### src/rtl/dma_inter_mux.sv
// Multi-channel AXI-stream to DMA FIFO packer with packet-aligned channel switching.
// Optional statistics (transfer_cnt, drop_cnt, ovf_sticky) are compiled in with DMA_INTER_MUX_STATS_EN.
module dma_inter_mux #(
    parameter int NUM_CH    = 4,
    parameter int IN_WIDTH  = 32,
    parameter int OUT_WIDTH = 64,
    parameter int CNT_WIDTH = 32,
    localparam int SEL_W    = (NUM_CH > 1) ? $clog2(NUM_CH) : 1
) (
    input  logic                       rx_link_clk,
    input  logic                       rst_n,
    input  logic                       enable,
    input  logic [SEL_W-1:0]           ch_sel,
    input  logic [NUM_CH*IN_WIDTH-1:0] s_axis_tdata,
    input  logic [NUM_CH-1:0]          s_axis_tvalid,
    input  logic [NUM_CH-1:0]          s_axis_tlast,
    output logic [NUM_CH-1:0]          s_axis_tready,
    output logic                       fifo_wr_en,
    output logic                       fifo_wr_sync,
    output logic [OUT_WIDTH-1:0]       fifo_wr_data,
    input  logic                       fifo_wr_xfer_req,
    input  logic                       fifo_wr_overflow,
    output logic [SEL_W-1:0]           active_ch,
    output logic [1:0]                 state,
    output logic                       ovf_sticky,
    output logic [CNT_WIDTH-1:0]       transfer_cnt,
    output logic [CNT_WIDTH-1:0]       drop_cnt
);

    localparam int RATIO = OUT_WIDTH / IN_WIDTH;
    localparam int BC_W  = (RATIO > 1) ? $clog2(RATIO) : 1;

    typedef enum logic [1:0] {
        IDLE   = 2'd0,
        SYNC   = 2'd1,
        ACTIVE = 2'd2,
        FLUSH  = 2'd3
    } state_t;

    state_t               state_q, state_d;
    logic [SEL_W-1:0]     active_ch_q, active_ch_d;
    logic [BC_W-1:0]      beat_cnt_q, beat_cnt_d;
    logic [OUT_WIDTH-1:0] pack_q, pack_d;
    logic                 sop_q, sop_d;
    logic                 wr_en_q, wr_en_d;
    logic                 wr_sync_q, wr_sync_d;
    logic [OUT_WIDTH-1:0] wr_data_q, wr_data_d;
    logic [CNT_WIDTH-1:0] drop_inc;

    logic                 beat_vld;
    logic                 beat_last;
    logic [IN_WIDTH-1:0]  beat_data;
    logic [OUT_WIDTH-1:0] lane_word;
    logic [SEL_W-1:0]     sel_eff;
    logic                 go;

    // No backpressure exists towards the sources.
    assign s_axis_tready = '1;

    assign sel_eff = (NUM_CH == 1) ? '0 : ch_sel;
    assign go      = enable & fifo_wr_xfer_req;

    always_comb begin
        beat_vld  = 1'b0;
        beat_last = 1'b0;
        beat_data = '0;
        for (int k = 0; k < NUM_CH; k++) begin
            if (active_ch_q == SEL_W'(k)) begin
                beat_vld  = s_axis_tvalid[k];
                beat_last = s_axis_tlast[k];
                beat_data = s_axis_tdata[k*IN_WIDTH +: IN_WIDTH];
            end
        end
    end

    always_comb begin
        lane_word = pack_q;
        lane_word[beat_cnt_q*IN_WIDTH +: IN_WIDTH] = beat_data;
    end

    always_comb begin
        state_d     = state_q;
        active_ch_d = active_ch_q;
        beat_cnt_d  = beat_cnt_q;
        pack_d      = pack_q;
        sop_d       = sop_q;
        wr_en_d     = 1'b0;
        wr_sync_d   = 1'b0;
        wr_data_d   = wr_data_q;
        drop_inc    = '0;

        case (state_q)
            IDLE: begin
                if (beat_vld) drop_inc = CNT_WIDTH'(1);
                if (go) begin
                    state_d     = SYNC;
                    active_ch_d = sel_eff;
                    beat_cnt_d  = '0;
                    pack_d      = '0;
                end
            end
            SYNC: begin
                if (beat_vld) drop_inc = CNT_WIDTH'(1);
                if (!go) begin
                    state_d = IDLE;
                end else if (beat_vld && beat_last) begin
                    state_d = ACTIVE;
                    sop_d   = 1'b1;
                end
            end
            ACTIVE: begin
                if (!go) begin
                    // Partial word is thrown away; every beat it held counts as dropped.
                    state_d    = IDLE;
                    drop_inc   = CNT_WIDTH'(beat_cnt_q) + CNT_WIDTH'(beat_vld);
                    beat_cnt_d = '0;
                    pack_d     = '0;
                end else if (beat_vld) begin
                    if (beat_last || beat_cnt_q == BC_W'(RATIO - 1)) begin
                        wr_en_d    = 1'b1;
                        wr_sync_d  = sop_q;
                        wr_data_d  = lane_word;
                        sop_d      = beat_last;
                        beat_cnt_d = '0;
                        pack_d     = '0;
                        if (beat_last && sel_eff != active_ch_q) state_d = FLUSH;
                    end else begin
                        pack_d     = lane_word;
                        beat_cnt_d = beat_cnt_q + BC_W'(1);
                    end
                end
            end
            FLUSH: begin
                if (!go) begin
                    state_d    = IDLE;
                    drop_inc   = CNT_WIDTH'(beat_cnt_q) + CNT_WIDTH'(beat_vld);
                    beat_cnt_d = '0;
                    pack_d     = '0;
                end else begin
                    if (beat_cnt_q != '0) begin
                        wr_en_d    = 1'b1;
                        wr_sync_d  = sop_q;
                        wr_data_d  = pack_q;
                        beat_cnt_d = '0;
                        pack_d     = '0;
                    end
                    active_ch_d = sel_eff;
                    state_d     = ACTIVE;
                end
            end
            default: state_d = IDLE;
        endcase
    end

    always_ff @(posedge rx_link_clk) begin
        if (!rst_n) begin
            state_q     <= IDLE;
            active_ch_q <= '0;
            beat_cnt_q  <= '0;
            pack_q      <= '0;
            sop_q       <= 1'b0;
            wr_en_q     <= 1'b0;
            wr_sync_q   <= 1'b0;
            wr_data_q   <= '0;
        end else begin
            state_q     <= state_d;
            active_ch_q <= active_ch_d;
            beat_cnt_q  <= beat_cnt_d;
            pack_q      <= pack_d;
            sop_q       <= sop_d;
            wr_en_q     <= wr_en_d;
            wr_sync_q   <= wr_sync_d;
            wr_data_q   <= wr_data_d;
        end
    end

    assign fifo_wr_en   = wr_en_q;
    assign fifo_wr_sync = wr_sync_q;
    assign fifo_wr_data = wr_data_q;
    assign active_ch    = active_ch_q;
    assign state        = state_q;

`ifdef DMA_INTER_MUX_STATS_EN
    logic [CNT_WIDTH-1:0] transfer_cnt_q, transfer_cnt_d;
    logic [CNT_WIDTH-1:0] drop_cnt_q, drop_cnt_d;
    logic                 ovf_q, ovf_d;

    // transfer_cnt advances in the same cycle fifo_wr_en is presented.
    always_comb begin
        transfer_cnt_d = transfer_cnt_q + CNT_WIDTH'(wr_en_d);
        drop_cnt_d     = drop_cnt_q + drop_inc;
        ovf_d          = enable ? (ovf_q | fifo_wr_overflow) : 1'b0;
    end

    always_ff @(posedge rx_link_clk) begin
        if (!rst_n) begin
            transfer_cnt_q <= '0;
            drop_cnt_q     <= '0;
            ovf_q          <= 1'b0;
        end else begin
            transfer_cnt_q <= transfer_cnt_d;
            drop_cnt_q     <= drop_cnt_d;
            ovf_q          <= ovf_d;
        end
    end

    assign transfer_cnt = transfer_cnt_q;
    assign drop_cnt     = drop_cnt_q;
    assign ovf_sticky   = ovf_q;
`else
    logic unused_stats;
    assign unused_stats = ^{drop_inc, fifo_wr_overflow};
    assign transfer_cnt = '0;
    assign drop_cnt     = '0;
    assign ovf_sticky   = 1'b0;
`endif

endmodule

### config.mk
export PLATFORM = sky130hd
export DESIGN_NAME = dma_inter_mux
export DESIGN_NICKNAME = d
export VERILOG_FILES = /design/src/rtl/dma_inter_mux.sv
export SDC_FILE = /design/constraint.sdc
export NUM_CORES = 1
export LEC_CHECK = 0
export BUFFER_PORTS_ARGS = -buffer_cell sky130_fd_sc_hd__buf_2
export CAP_MARGIN = 20
export CORE_UTILIZATION = 45
export CTS_BUF_LIST = sky130_fd_sc_hd__clkbuf_4 sky130_fd_sc_hd__clkbuf_8 sky130_fd_sc_hd__clkbuf_16
export CTS_CLUSTER_DIAMETER = 120
export CTS_CLUSTER_SIZE = 14
export DETAILED_ROUTE_END_ITERATION = 10
export GPL_ROUTABILITY_DRIVEN = 0
export GPL_TIMING_DRIVEN = 0
export HOLD_SLACK_MARGIN = 0.02
export PLACE_DENSITY = 0.74
export SLEW_MARGIN = 20
export SYNTH_ARGS = -nofsm -noshare
export SYNTH_HDL_FRONTEND = slang
export SYNTH_SLANG_ARGS = --single-unit
### constraint.sdc
create_clock -name rx_link_clk -period 7.4 [get_ports rx_link_clk]
set_clock_uncertainty 0.2 [all_clocks]
set_input_delay 0.37 -clock rx_link_clk [delete_from_list [all_inputs] [get_ports rx_link_clk]]
set_output_delay 0.37 -clock rx_link_clk [all_outputs]
set_load 0.05 [all_outputs]
After elaboration in Yosys (flattened, before gate mapping)
Cells that the tools add are included.
- equal/unequal tests: 20
- bitwise gates (word level): 1
- reduce and logical (&&, ||, !) cells: 15
- shift-type cells: 2
- add/subtract/negate cells: 2
- muxes and demuxes: 58
- operator list (kind ; number):
    $mux 64 ; 11
    $pmux 64 s3 ; 1
    $mux 32 ; 4
    $pmux 64 s2 ; 1
    $bwmux 64 ; 1
    $shift 32x34->64 const A ; 1
    $shiftx 32x34->64 ; 1
    $neg 6->34 ; 1
    $mux 1 ; 27
    $mux 2 ; 8
    $ne 2x2->1 const B ; 8
    $ne 3x3->1 const B ; 5
    $reduce_and 6->1 ; 2
    $eq 2x2->1 const B ; 4
    $pmux 2 s4 ; 1
    $pmux 1 s2 ; 3
    $reduce_and 5->1 ; 1
    $eq 2x1->1 const B ; 2
    $logic_not 2->1 ; 2
    $reduce_and 4->1 ; 1
    $reduce_bool 2->1 ; 2
    $pmux 1 s3 ; 1
    $reduce_and 3->1 ; 1
    $reduce_bool 3->1 ; 1
    7 further kinds ; 8
- register bits after elaboration: 136
- logic and storage cells: 106
- input port bits: 143
- output and inout bits: 139

Logic depth before layout (Yosys ltp)
Gate-level depths: netlist of the first run.
- depth in word-level cells: 11
- mapped depth: 8
- mapped depth without buffers: 6

Least setup slack after synthesis of the first run
OpenSTA, ideal clock, no wires.
- path type: register to register
- from: register active_ch_q[0], in the netlist active_ch[0]
- to: register wr_data_q[29], in the netlist fifo_wr_data[29]
- buffers on the path: 3
- data required time: 7077 ps
- period minus slack after synthesis: 2857 ps
- arrival: 2534 ps
- setup time: 123 ps
- cell stages (with the launch flop): 8
- setup slack: 4543 ps
- cells stage by stage: dfxtp_1 -> buf_6 -> mux4_2 -> mux2_2 -> a31oi_1 -> buf_6 -> buf_12 -> mux2_1
- cells in the longest elaborated chain, start to end: 11
- elaborated cells between the ends (all ways): 26
- those cells by class: eq/ne: 5; shift: 1; mux: 17; reduce/logical: 3
- ends and longest elaborated chain (item ; RTL line ; source):
    from (decl) ; 41 ; logic [SEL_W-1:0] active_ch_q, active_ch_d;
    from (signal assigned) ; 167 ; active_ch_q <= active_ch_d;
    $logic_not 2->1 ; 68 ; if (active_ch_q == SEL_W'(k)) begin
    $mux 32 (4 in a row) ; 68 ;
    $shiftx 32x34->64 ; 78 ; lane_word[beat_cnt_q*IN_WIDTH +: IN_WIDTH] = beat_data;
    $bwmux 64 ; 78 ;
    $mux 64 ; 119 ; if (beat_last || beat_cnt_q == BC_W'(RATIO - 1)) begin
    $mux 64 ; 118 ; end else if (beat_vld) begin
    $mux 64 ; 112 ; if (!go) begin
    $pmux 64 s2 ; 92 ; case (state_q)
    to (signal assigned) ; 173 ; wr_data_q <= wr_data_d;
    to (decl) ; 47 ; logic [OUT_WIDTH-1:0] wr_data_q, wr_data_d;
Parallel ways exist; a longest one is shown, timed or not. The select of a mux whose other input is x is not followed.
A chain may end at the register's enable or synchronous reset.

Worst setup path after layout of the first run
- from: register active_ch_q[1], in the netlist active_ch[1]
- to: register pack_q[32]
- cells in the longest elaborated chain, start to end: 11
- elaborated cells between the ends (all ways): 25
- those cells by class: eq/ne: 4; shift: 1; mux: 17; reduce/logical: 3
- ends and longest elaborated chain (item ; RTL line ; source):
    $logic_not 2->1 ; 68 ;
    $mux 32 (4 in a row) ; 68 ;
    $shiftx 32x34->64 ; 78 ;
    $bwmux 64 ; 78 ;
    $mux 64 ; 119 ;
    $mux 64 ; 118 ;
    $mux 64 ; 112 ;
    $pmux 64 s3 ; 92 ;
    to (signal assigned) ; 169 ; pack_q <= pack_d;
    to (decl) ; 43 ; logic [OUT_WIDTH-1:0] pack_q, pack_d;
Parallel ways exist; a longest one is shown, timed or not. The select of a mux whose other input is x is not followed.

==> results of run 1 <==
-- cell type report --
| type | instances | area share |
|---|---|---|
| Multi-Input combinational cell | 511 | 0.434 |
| Sequential cell | 136 | 0.282 |
| Timing Repair Buffer | 211 | 0.110 |
| Buffer | 129 | 0.0867 |
| Clock buffer | 22 | 0.0493 |
| Tap cell | 216 | 0.0280 |
| Clock inverter | 10 | 0.00804 |
| Inverter | 5 | 0.00194 |
-- cell usage in the layout, fill, tap and decap left out, types with 2 or more instances in the layout --
cell	instances
nand2_1	69
o2bb2ai_1	32
mux4_2	34
and3b_1	32
buf_12	3
a21boi_0	4
clkinv_2	8
mux2_4	27
dfxtp_1	136
clkbuf_16	17
o211ai_1	4
buf_1	4
buf_6	5
nand3_1	2
mux2_2	37
nor2_1	2
conb_1	69
clkbuf_1	42
buf_4	69
a21oi_1	39
mux2i_1	64
a31oi_1	2
inv_1	5
and2_1	34
xor2_1	2
nor2b_1	2
clkbuf_8	2
clkbuf_4	3
o21ai_0	39
buf_2	216
nand4_1	2
ha_1	4
-- worst max-delay path, cell delays in order, from the launching register on --
cell and delay (ns):
dfxtp_1 0.33, clkbuf_1 0.55, mux4_2 0.47, o21ai_0 0.13
a31oi_1 0.62, clkbuf_1 0.42, and3b_1 0.23
-- cells in the mapped netlist, types with 2 or more instances --
master	instances	share of area
mux2i_1	64	0.085
buf_1	4	0.0020
o2bb2ai_1	32	0.037
buf_2	6	0.0040
a21oi_1	39	0.026
inv_1	5	0.0025
and3b_1	32	0.037
nand4_1	2	0.0017
o211ai_1	4	0.0040
buf_12	3	0.0080
mux2_2	37	0.055
nand3_1	2	0.0013
buf_6	5	0.0075
conb_1	2	0.0010
mux4_2	34	0.10
ha_1	4	0.0067
buf_4	69	0.069
xor2_1	2	0.0023
nor2_1	2	0.0010
mux2_4	27	0.054
nor2b_1	2	0.0017
a21boi_0	4	0.0040
a31oi_1	2	0.0017
and2_1	34	0.028
o21ai_0	39	0.026
clkbuf_1	42	0.021
nand2_1	69	0.034
dfxtp_1	136	0.36
-- report_power, final --
group	internal [mW]	switching, mW
Clock	0.485	0.302
Combinational	0.106	0.175
Sequential	0.734	0.000911
Total	1.32	0.478
-- kinds of logic after synthesis --
| family | Yosys count | synth area share |
|---|---|---|
| buffers and inverters | 134 | 0.114 |
| other | 2 | 0.000999 |
| multiplexers | 163 | 0.298 |
| adder cells (fa/ha/maj) | 4 | 0.00666 |
| AND/OR/NAND/NOR | 147 | 0.110 |
| XOR/XNOR | 2 | 0.00233 |
| AO/OA/AOI/OAI | 126 | 0.106 |
| flip-flops | 136 | 0.362 |
-- worst paths after layout --
kind,cells past startpoint,end,from,slack [ns]
min reg2reg,1,fifo_wr_sync,sop_q,0.24
max,6,pack_q[32],active_ch[1],4.34
min,3,active_ch[0],ch_sel[0],0.03
max reg2reg,6,pack_q[32],active_ch[1],4.34
-- routing by layer --
metal	vias up	share of wire
met5	-	0
met4	0	0.012
met3	18	0.055
met2	217	0.49
met1	2904	0.44
li1	3026	-
-- registers in the layout, summed over array words and instances (netlist names) --
signal	cells
fifo_wr_data	64
pack_q	64
active_ch	2
state	2
beat_cnt_q	1
fifo_wr_en	1
fifo_wr_sync	1
sop_q	1
-- timing repair --
item                                   in CTS  in global routing
buffers inserted                            0                  0
endpoints found under the hold margin       1                  0
hold buffers                                1                  0
-- through the flow --
step	utilization	setup WS, ns	power, mW	area (um2)	hold WS, ns
4_1_cts	0.599	4.32	1.81	9650	0.0264
2_1_floorplan	-	4.54	0.957	7770	0.223
6_report	0.599	4.34	1.80	9650	0.0340
3_3_place_gp	0.564	4.36	1.03	9090	0.239
3_5_place_dp	0.564	4.35	1.03	9090	0.234
5_1_grt	0.599	4.14	1.86	9650	0.0319
==> impl_metrics.ini, run 1 <==
[timing]
max_freq_mhz = 327
period_share = 0.413
tightest_slew_ns = 0.847
setup_tns_ns = 0
setup_viol = 0
final-hold-violation-count = 0
post-route-min-period_ns = 3.06
timing.final.max_slew_violations = 0
rsz0062_at_grt = no
slew_headroom = 0.436

[worst_hold_path]
hold_path_class = in -> reg

[synthesis]
synth-edff-count = 0
yosys_warnings = 0
synthCells = 714
synth_cell_types = 39
async_reset_ff_frac = 0
syn_area_mm2 = 0.00751
syn_avg_cell_area_um2 = 10.5
synth_flop_cell = dfxtp_1
yosysSeqAreaShare = 0.362
ys_ff_latch = 136

[floorplan]
die_y_um = 131
die_x_um = 131
core-area_mm2 = 0.0161
initial_utilization = 0.466
dieArea_mm2 = 0.0172
rows = 46
ioPinCount = 282

[placed_design]
numPortBuffers = 210
dpl.hpwl_um = 14500
dpl.cell_count = 1207

[clocking]
clock_path_buffers = 2
numCtsBuffers = 17
clk_latency_ns = 0.41
clkSlewWorstSetupHoldPaths_ns = 0.05
cts_root_buffer = clkbuf_16
ctsResizeCount = 0
htree_levels = 4
cts_tree = built
clock_sinks = 136

[grt]
antenna_found_initial = 0
grt_max_degree = 17
gr-total-overflow = 0
grt_use_met2 = 0.383
grt_most_used_layer = met2
grtUsageMet3 = 0.0556
grt_pass1_vias = 6044
grt_pass1_wl_um = 30600
grt_usage = 0.225
grt.met1_usage = 0.275

[pwr]
p_leak_nw = 4.68
ir_worst_vdd_mv = 0.158
power.density_mw_per_mm2 = 187

[cells_and_area]
regArea_mm2 = 0.00272
multi_input_area_mm2 = 0.00419
area_growth_pct = 28.4
nFillCells = 1418
antenna_cells = 0
drive_above_1_share = 0.413
stdcell_count = 1240
final_nets = 1158

[worst_setup_path]
cp.arrival_ns = 3.17
worstPathRequired_ns = 7.51
worstSetupPathType = reg -> reg
cp-start-kind = flop
crit_fanout = 10
end_kind = flop

[detailed_routing]
antenna_left = 0
vias = 6165
vias_per_cell = 4.97
wl_um = 19400
wl_per_cell_um = 15.7
drc = 0
drt_first_pass_iters = 5
first_iter_violations = 332

[run_status]
status = complete, no violations

[job]
max-cap-violations = 0
Note: power is estimated with default switching activity, not from simulation.
==> run 2: changes to the inputs <==
--- a/config.mk
+++ b/config.mk
@@ -15,7 +15,7 @@
 export GPL_ROUTABILITY_DRIVEN = 0
 export GPL_TIMING_DRIVEN = 0
 export HOLD_SLACK_MARGIN = 0.02
-export PLACE_DENSITY = 0.74
+export PLACE_DENSITY = 0.77
 export SLEW_MARGIN = 20
 export SYNTH_ARGS = -nofsm -noshare
 export SYNTH_HDL_FRONTEND = slang
==> constraint.sdc (replaced) <==
create_clock -name rx_link_clk -period 2.8 [get_ports rx_link_clk]
set_clock_uncertainty 0.2 [all_clocks]
set_input_delay 0.14 -clock rx_link_clk [delete_from_list [all_inputs] [get_ports rx_link_clk]]
set_output_delay 0.14 -clock rx_link_clk [all_outputs]
set_load 0.05 [all_outputs]
==> impl_metrics.ini, run 2 (synthesis gave the netlist of run 1 again) <==
[detailed_routing]
wl_um = 19800
vias_per_cell = 5.01
drc = 0
first_iter_violations = 397
drt_first_pass_iters = 5
vias = 6230
wl_per_cell_um = 15.9
antenna_left = 0

[worst_setup_path]
cp_cell_sequence = buf_1 -> clkbuf_1 -> mux2i_1 -> a21oi_1 -> mux2_4
cp_num_buf_inv = 2
crit_fanout = 10
crit_slowest_cell = clkbuf_1
r2r-end = fifo_wr_data[21]
cp.arrival_ns = 2.78
worstSetupPathType = reg -> reg
end_kind = flop
r2r_cells = 5
reg2reg_slack_ns = 0.13
worstPathRequired_ns = 2.91
cp-start-kind = flop
cpPeakStageDelay_ns = 0.69
cp_top_family = buffers and inverters
r2r-start = beat_cnt_q

[clocking]
htree_levels = 4
cts_tree = built
clock_sinks = 136
cts_root_buffer = clkbuf_16
numCtsBuffers = 17
clock_path_buffers = 2
clk_latency_ns = 0.42
clkSlewWorstSetupHoldPaths_ns = 0.05

[placed_design]
dpl_worst_slack_ns = -0.235
numPortBuffers = 210
dpl.hpwl_um = 14700

[job]
max-cap-violations = 0

[pwr]
ir_worst_vdd_mv = 0.422
p_leak_nw = 4.71
power.density_mw_per_mm2 = 488

[grt]
antenna_found_initial = 0
grt_usage = 0.233
grt_max_degree = 17
gr-total-overflow = 0
grt_pass1_vias = 6047
grt_pass1_wl_um = 31500

[floorplan]
core-area_mm2 = 0.0161
dieArea_mm2 = 0.0172
ioPinCount = 282
die_x_um = 131
rows = 46
initial_utilization = 0.466
die_y_um = 131

[timing]
setup_viol = 0
timing.final.max_slew_violations = 0
whs_ns = 0.0641
slew_headroom = 0.425
period_share = 0.952
final-hold-violation-count = 0
post-route-min-period_ns = 2.67
tightest_slew_ns = 0.862
rsz0062_at_grt = no
fin_ws_ns = 0.134
max_freq_mhz = 375

[cells_and_area]
drive_above_1_share = 0.416
antenna_cells = 0
final_nets = 1163
final_common_cell = buf_2
area_growth_pct = 29.0
mostFrequentLayoutCells = 216 x buf_2, 134 x dfxtp_1, 71 x buf_4

[worst_hold_path]
hold_path_class = in -> reg
hold_end = pack_q[19]
holdCritStartpoint = s_axis_tdata[83]
min_path_cells = 4

[run_status]
status = complete, no violations
## run 2: changes by cell type in the layout (fill, tap and decap cells not counted)
cell           change
clkinv_2           -4
clkbuf_4           +5
buf_4              +2
clkinvlp_4         -1
clkbuf_2           +1
a31oi_1            -1
bufinv_16          -1
a31oi_2            +1
dfxtp_2            +2
clkbuf_1           -2
dfxtp_1            -2
dlygate4sd3_1      +4
## run 2: layout make-up
class	instances	area, um2
buffer	128	835
clock buffer	27	513
clock inverter	4	20.0
fill	1406	6420
inverter	5	18.8
multi-input combinational	511	4190
sequential	136	2730
tap	216	270
timing repair buffer	217	1120
## run 2: per-stage QoR
| stage | area (um2) | setup TNS [ns] | util | total power, mW | cells |
|---|---|---|---|---|---|
| floorplan | 7770 | 0 | - | 2.53 | 781 |
| detailed placement | 9090 | -11.10 | 0.564 | 2.72 | 1207 |
| finish | 9690 | 0 | 0.601 | 4.73 | 1244 |
| global route | 9690 | 0 | 0.601 | 4.91 | 1244 |
| global placement | 9090 | -10.18 | 0.564 | 2.71 | 1207 |
| CTS | 9680 | 0 | 0.600 | 4.76 | 1242 |
## run 2: metal layers
metal  GRT usage  vias to the layer above  wire length (um)
met1       0.291                     2940              9000
met5           0                        -                 0
met4      0.0954                        0               376
met3      0.0548                       27              1090
li1            -                     3031                 -
met2       0.385                      232              9360
## run 2: report_power, final
group / total [mW] / internal (mW) / switching, mW / leakage [nW]
Combinational: 0.746 / 0.284 / 0.462 / 3.33
Clock: 2.03 / 1.24 / 0.791 / 0.276
Sequential: 1.95 / 1.94 / 0.00591 / 1.10
Total: 4.73 / 3.47 / 1.26 / 4.71
## run 2: timing repair
action,4_1_cts,5_1_grt
pin swaps,0,1
cloned,0,0
hold buffers,5,0
setup endpoints to repair,108,32
endpoints found under the hold margin,5,0
buffers inserted,0,2
resized for setup,1,2
## run 2: worst max path at each step
stage / startpoint / to / slack (ns) / cells after the start
2_1_floorplan: active_ch[0] / fifo_wr_data[29] / 0.12 / 7
3_3_place_gp: active_ch[1] / pack_q[61] / -0.24 / 6
3_5_place_dp: active_ch[1] / pack_q[61] / -0.24 / 6
4_1_cts: active_ch[0] / fifo_wr_data[29] / 0.10 / 7
5_1_grt: active_ch[0] / fifo_wr_data[29] / 0.01 / 7
6_report: beat_cnt_q / fifo_wr_data[21] / 0.13 / 5
## run 2: worst reg2reg max path, cell delays in order (launching register included)
cell	delay (ns)
dfxtp_1	0.37
buf_1	0.53
clkbuf_1	0.69
mux2i_1	0.33
a21oi_1	0.14
mux2_4	0.30
